File: src/rtl/circ_buffer_ctrl.sv
// ---------------------------------------------------------------------------
// circ_buffer_ctrl
//   Circular data buffer with write/read pointer management. Feeds the Round
//   wrap-flag stage of the convolution engine operand path: raw Push/Pop
//   requests are gated into accepted strobes, pointers advance with wrap, and
//   Full/Empty/Count are derived from pointer equality plus the round bit.
//
// Parameters
//   BufferWidth  address width in bits
//   BufferSize   number of entries, must equal 2**BufferWidth
//   DataWidth    width of one stored entry
//
// Ports
//   clk        rising-edge clock
//   sclr_n     synchronous clear, active-low (pointers/flags only, not storage)
//   Push       write request, W_Data sampled with it
//   Pop        read request
//   W_Data     write data
//   R_Data     registered read data, valid when R_Valid
//   R_Valid    one-cycle pulse, one cycle after an accepted Pop
//   Push_Acc   combinational, Push accepted this cycle
//   Pop_Acc    combinational, Pop accepted this cycle
//   W_Addr     current write pointer
//   R_Addr     current read pointer
//   Round      write pointer is one wrap ahead of the read pointer
//   Full       combinational from registers, BufferSize entries held
//   Empty      combinational from registers, no entries held
//   Count      registered occupancy, 0..BufferSize
//
// Optional feature (macro CIRC_BUFFER_ERR_EN)
//   Overflow   sticky, set by Push while Full
//   Underflow  sticky, set by Pop while Empty
//   Both cleared only by sclr_n. Without the macro the ports are absent and
//   rejected requests are silently dropped.
// ---------------------------------------------------------------------------
module circ_buffer_ctrl #(
  parameter int unsigned BufferWidth = 4,
  parameter int unsigned BufferSize  = 16,
  parameter int unsigned DataWidth   = 8
) (
  input  logic                   clk,
  input  logic                   sclr_n,
  input  logic                   Push,
  input  logic                   Pop,
  input  logic [DataWidth-1:0]   W_Data,
  output logic [DataWidth-1:0]   R_Data,
  output logic                   R_Valid,
  output logic                   Push_Acc,
  output logic                   Pop_Acc,
  output logic [BufferWidth-1:0] W_Addr,
  output logic [BufferWidth-1:0] R_Addr,
  output logic                   Round,
  output logic                   Full,
  output logic                   Empty,
  output logic [BufferWidth:0]   Count
`ifdef CIRC_BUFFER_ERR_EN
  ,
  output logic                   Overflow,
  output logic                   Underflow
`endif
);

  localparam int unsigned CountWidth = BufferWidth + 1;
  localparam logic [BufferWidth-1:0] LastAddr = BufferWidth'(BufferSize - 1);

  // Pointer wrap relies on natural modulo arithmetic of the address width.
  if (BufferSize != (1 << BufferWidth)) begin : g_bad_size
    $error("circ_buffer_ctrl: BufferSize must equal 2**BufferWidth");
  end

  logic [DataWidth-1:0]   mem [BufferSize];

  logic                   ptr_eq;
  logic [BufferWidth-1:0] w_addr_nxt;
  logic [BufferWidth-1:0] r_addr_nxt;
  logic                   round_nxt;
  logic [CountWidth-1:0]  count_nxt;

  // Status flags and request gating; no bypass between push and pop.
  always_comb begin
    ptr_eq   = (W_Addr == R_Addr);
    Full     = ptr_eq && Round;
    Empty    = ptr_eq && !Round;
    Push_Acc = Push && !Full;
    Pop_Acc  = Pop && !Empty;
  end

  // Next-state for pointers, round bit and occupancy.
  always_comb begin
    w_addr_nxt = W_Addr;
    r_addr_nxt = R_Addr;
    round_nxt  = Round;
    count_nxt  = Count;

    if (Push_Acc) begin
      w_addr_nxt = W_Addr + BufferWidth'(1);
    end
    if (Pop_Acc) begin
      r_addr_nxt = R_Addr + BufferWidth'(1);
    end

    // Write wrap sets, read wrap clears; both in one cycle is unreachable.
    if (Push_Acc && (W_Addr == LastAddr)) begin
      round_nxt = 1'b1;
    end else if (Pop_Acc && (R_Addr == LastAddr)) begin
      round_nxt = 1'b0;
    end

    case ({Push_Acc, Pop_Acc})
      2'b10:   count_nxt = Count + CountWidth'(1);
      2'b01:   count_nxt = Count - CountWidth'(1);
      default: count_nxt = Count;
    endcase
  end

  // Control state register.
  always_ff @(posedge clk) begin
    if (!sclr_n) begin
      W_Addr <= '0;
      R_Addr <= '0;
      Round  <= 1'b0;
      Count  <= '0;
    end else begin
      W_Addr <= w_addr_nxt;
      R_Addr <= r_addr_nxt;
      Round  <= round_nxt;
      Count  <= count_nxt;
    end
  end

  // Read port: one-cycle latency, data holds between reads.
  always_ff @(posedge clk) begin
    if (!sclr_n) begin
      R_Valid <= 1'b0;
      R_Data  <= '0;
    end else begin
      R_Valid <= Pop_Acc;
      if (Pop_Acc) begin
        R_Data <= mem[R_Addr];
      end
    end
  end

  // Storage is never cleared; a clear cycle blocks the write.
  always_ff @(posedge clk) begin
    if (sclr_n && Push_Acc) begin
      mem[W_Addr] <= W_Data;
    end
  end

`ifdef CIRC_BUFFER_ERR_EN
  // Sticky error flags for requests that were refused.
  always_ff @(posedge clk) begin
    if (!sclr_n) begin
      Overflow  <= 1'b0;
      Underflow <= 1'b0;
    end else begin
      if (Push && Full) begin
        Overflow <= 1'b1;
      end
      if (Pop && Empty) begin
        Underflow <= 1'b1;
      end
    end
  end
`endif

  // Occupancy must always match the pointer distance extended by the round bit.
  a_count_consistent : assert property (
    @(posedge clk) disable iff (!sclr_n)
      Count == CountWidth'({Round, W_Addr} - {1'b0, R_Addr})
  );

endmodule

File: config.mk
export PLATFORM = sky130hd
export DESIGN_NAME = circ_buffer_ctrl
export DESIGN_NICKNAME = d
export VERILOG_FILES = /design/src/rtl/circ_buffer_ctrl.sv
export SDC_FILE = /design/constraint.sdc
export NUM_CORES = 1
export LEC_CHECK = 0
export CORE_MARGIN = 4
export CORE_UTILIZATION = 59
export DETAILED_ROUTE_END_ITERATION = 6
export HOLD_SLACK_MARGIN = 0.1
export PLACE_DENSITY = 0.79
export SLEW_MARGIN = 20
export SYNTH_ARGS = -nofsm -noshare
export SYNTH_HDL_FRONTEND = slang
export SYNTH_SLANG_ARGS = --single-unit
File: constraint.sdc
create_clock -name clk -period 3.9 [get_ports clk]
set_clock_uncertainty 0.05 [all_clocks]
set_input_delay 1.17 -clock clk [delete_from_list [all_inputs] [get_ports clk]]
set_output_delay 1.17 -clock clk [all_outputs]
set_load 0.05 [all_outputs]
Word-level counts from Yosys, hierarchy flattened
Memory sizes are Yosys's and may differ from the RTL's. A register that Yosys moved wholly into a read port is not among the register bits. Index checks and enable logic that the tools add are counted.

Word-level logic and storage cells: 33. Bits of input ports: 12. Memories kept: 1. Output and inout port bits: 27. Register bits after elaboration: 15. RAM bits: 128.

Equal/unequal tests: 5. Reduce and logical (&&, ||, !) cells: 13. Mux-type cells: 5. Add/sub/neg operators: 4.

Memory list: mem (depth 16, bits a word 8, read ports 1, clocked after memory_dff 1, write ports 1, line 71) `logic [DataWidth-1:0] mem [BufferSize];`.

Operator list (number): $pmux W5 S2 (1); $add A4 B1 Y4 const B (2); $eq A4 B4 Y1 const B (2); $logic_and A1 B1 Y1 (7); $add A5 B1 Y5 const B (1); $sub A5 B1 Y5 const B (1); $eq A4 B4 Y1 (1); $logic_not A1 Y1 (4); $mux W1 (4); $reduce_bool A2 Y1 (2); $eq A2 B1 Y1 const B (1); $eq A2 B2 Y1 const B (1).

Longest topological paths before layout
Depth in word-level cells: 7. Mapped depth: 14. Depth with buffers taken out: 12.

Worst setup path after synthesis
Ideal clock, no wire load.

Path type: input to register. Start: input Pop. End: register Count[4]. Buffers on the path: 1. Data arrival time: 3668 ps. Data required time: 3774 ps. Stages on the path: 11. Setup slack: 107 ps. Cell sequence: o21ai_2 > inv_2 > clkbuf_1 > ha_1 > inv_1 > fa_1 > nor2b_1 > o21ai_0 > and3_1 > or4_1 > a21boi_0.

Longest elaborated chain between the ends: 3.

RTL lines: start: declaration (line 44) `input logic Pop,`; $logic_and A1 B1 Y1 (*) (line 85) `Pop_Acc = Pop && !Empty;`; via Pop_Acc (line 49) `output logic Pop_Acc,`; $eq A2 B1 Y1 or $eq A2 B2 Y1 (tied branches) (line 109) `case ({Push_Acc, Pop_Acc})`; $pmux W5 S2 or $reduce_bool A2 Y1 (tied branches); end signal: assignment (line 127) `Count <= count_nxt;`; end: declaration (line 55) `output logic [BufferWidth:0] Count`.

Mark *: on every way through the listed nets, which the timed path passes. The rest lies on a longest branch. A chain may end at the register's enable or synchronous reset.

Worst setup path in the final report
Start: register R_Addr[1]. End: output R_Addr[1].

RTL lines: start: declaration (line 51) `output logic [BufferWidth-1:0] R_Addr,`; start signal: assignment (line 125) `R_Addr <= r_addr_nxt;`.

No word-level cell between the ends.

==> impl_metrics.ini <==
[clocking]
cts_tree = built
clockRootBuffer = clkbuf_8
clk_latency_ps = 520
clk_pin_slew_worst_paths_ps = 60
cts_setup_buffers = 0
postCtsResizedCells = 0
clockBufferDepth = 2
holdBufCountCts = 0
cts_buffers = 17
clock_sinks = 151
h-tree-depth = 4

[logic_synthesis]
synth_flop_cell = edfxtp_1
seq_area_frac_synth_pct = 70.0
synthesis.nets = 395
ys_ff_latch = 151
yosysTopAreaCellShare_pct = 62.6
synth_warnings = 0
ys_async_sr_fraction_pct = 0
synth_cell_types = 40
mappedNetlistArea_sq_um = 6140
yosys-top-cells-area = edfxtp_1 63%, dfxtp_1 7.5%, mux4_2 6.6%
synth_edf_count = 128
synth_area_leader_cell = edfxtp_1
syn_inst = 373
avgSynthCellArea_sq_um = 16.5

[final_layout]
layout_common_cells = 128 x edfxtp_1, 34 x clkdlybuf4s50_1, 25 x buf_4
nFillCells = 606
final_common_cell = edfxtp_1
nets = 454
drive_gt1_share_pct = 21.8
area_growth_pct = 18.9
diodes = 0
post-route-cell-area_sq_um = 7310

[global_routing]
grt_max_degree = 53
gr-usage-all-layers_pct = 22.8
grt_pass1_wl_um = 19400
grt_pass1_vias = 3466
antenna_found_initial = 0
grt_overflow = 0

[setup_path]
r2r-start = W_Addr[3]
crit_type = register to output pin
reg2regPathDepth = 11
r2r_slack_ps = 840
critPathCaptureType = output pin
cp-startpoint = R_Addr[1]
crit_fanout = 30
start_kind = register
regToRegEndpoint = Count[4]
crit_required_ps = 2680
arrival_ps = 2250

[pwr]
p_int_uw = 2900
p_total_uw = 3950
power.share.clock_pct = 37.4
ir_drop_mv = 0.305
seqPwrFrac_pct = 46.3
p_leak_uw = 0.00241
p_sw_uw = 1050
p_comb_share_pct = 16.3
cellPowerDensity_nw_per_um2 = 541
switching_share_pct = 26.5

[routing]
ant_nets = 0
drc = 0
postRouteWirelength_um = 12100
drtIter0Drc = 410
wl_met1_um = 5000
wire_per_inst_um = 20.9
num_vias = 3384
dr_wl_met2_um = 6120
highest_layer = met4
viasPerCell = 5.85
dr_wl_met3_um = 714
firstDrtPassIters = 6

[timing]
drv_slew = 0
fin_crit_sh_pct = 89.0
setup_viol = 0
rsz0062_at_grt = no
timing.fmax_mhz = 288
tightest_slew_ps = 765
fin_crit_ps = 3470
relSlewSlack_pct = 48.6
finalSetupTns_ps = 0
hold_violations = 0

[hold_path]
hold-path-endpoint = Count[4]
hold_path_depth = 2
worstHoldStart = Count[4]
min_path_type = register to register

[run]
maxCapViolations = 0

[die]
die_h_um = 110
initial_utilization_pct = 61.7
core_area_sq_um = 9950
dieArea_sq_um = 12100
io-pin-count = 39
die_w_um = 110
row_count = 36

[placed_design]
port_buffers = 38
placed_cell_area_sq_um = 6770
hpwl_um = 7610
gp_routability_congestion = 0.801

[run_status]
outcome = complete, no violations
-- metrics by stage --
step	hold WS [ps]	util, %	setup WS [ps]	std cells
6_report	451	73.4	429	578
5_1_grt	491	73.4	308	578
4_1_cts	468	73.4	381	578
3_5_place_dp	460	68.0	175	546
3_3_place_gp	426	68.0	324	546
2_1_floorplan	662	-	107	373
-- cell families after synthesis --
kind of cell    Yosys count  synth area share [%]
mux                      42                  12.4
simple gates             73                  5.91
xor+xnor                  9                  1.28
buf+inv                  30                  2.42
fa+ha+maj                10                  2.16
flops                   151                  70.0
compound gates           58                  5.76
-- cell type report --
| type | instances | area, sq um | area share, % |
|---|---|---|---|
| Clock buffer | 21 | 439 | 6.01 |
| Timing Repair Buffer | 61 | 568 | 7.77 |
| Clock inverter | 11 | 101 | 1.39 |
| Inverter | 9 | 33.8 | 0.462 |
| Tap cell | 133 | 166 | 2.28 |
| Sequential cell | 151 | 4310 | 58.9 |
| Multi-Input combinational cell | 192 | 1690 | 23.2 |
-- worst max-delay path: stages, from the launching register on --
cell and delay, ps:
dfxtp_2 340, buf_4 470, clkdlybuf4s50_1 910
-- registers in the layout, indices dropped and copies added, names as in the netlist --
signal,count
Round,1
mem,128
W_Addr,4
R_Data,8
Count,5
R_Addr,4
R_Valid,1
-- metal layers --
metal  global-route usage, %  vias up
met5                       0        -
met3                    4.89       22
met1                    31.2     1694
met4                    9.17        0
li1                        -     1564
met2                    36.0      104
-- power by group through the flow --
stage / Sequential, uW / Combinational (uW) / Clock, uW
after global routing: 1830 / 691 / 1580
after floorplan: 2000 / 303 / 0
final: 1830 / 643 / 1480
after CTS: 1830 / 647 / 1490
after global placement: 1860 / 634 / 0
after detailed placement: 1860 / 644 / 0
-- worst max-delay path by stage --
stage	endpoint	depth (start not counted)
2_1_floorplan	Count[4]	11
3_3_place_gp	Count[4]	11
3_5_place_dp	Count[4]	11
4_1_cts	R_Addr[1]	2
5_1_grt	R_Addr[1]	2
6_report	R_Addr[1]	2
-- cell usage after synthesis (4+ instances only) --
master	number
nor2b_1	9
a21oi_1	18
and2_1	7
mux4_1	6
buf_2	7
nor2_1	14
mux4_2	18
a211oi_1	8
inv_1	7
edfxtp_1	128
ha_1	9
o21a_1	4
o22ai_1	8
mux2_2	16
nor3_1	14
xnor2_1	7
nand2_1	17
clkbuf_1	10
dfxtp_1	23
o21ai_0	12
Power figures use the tool's default switching activity.
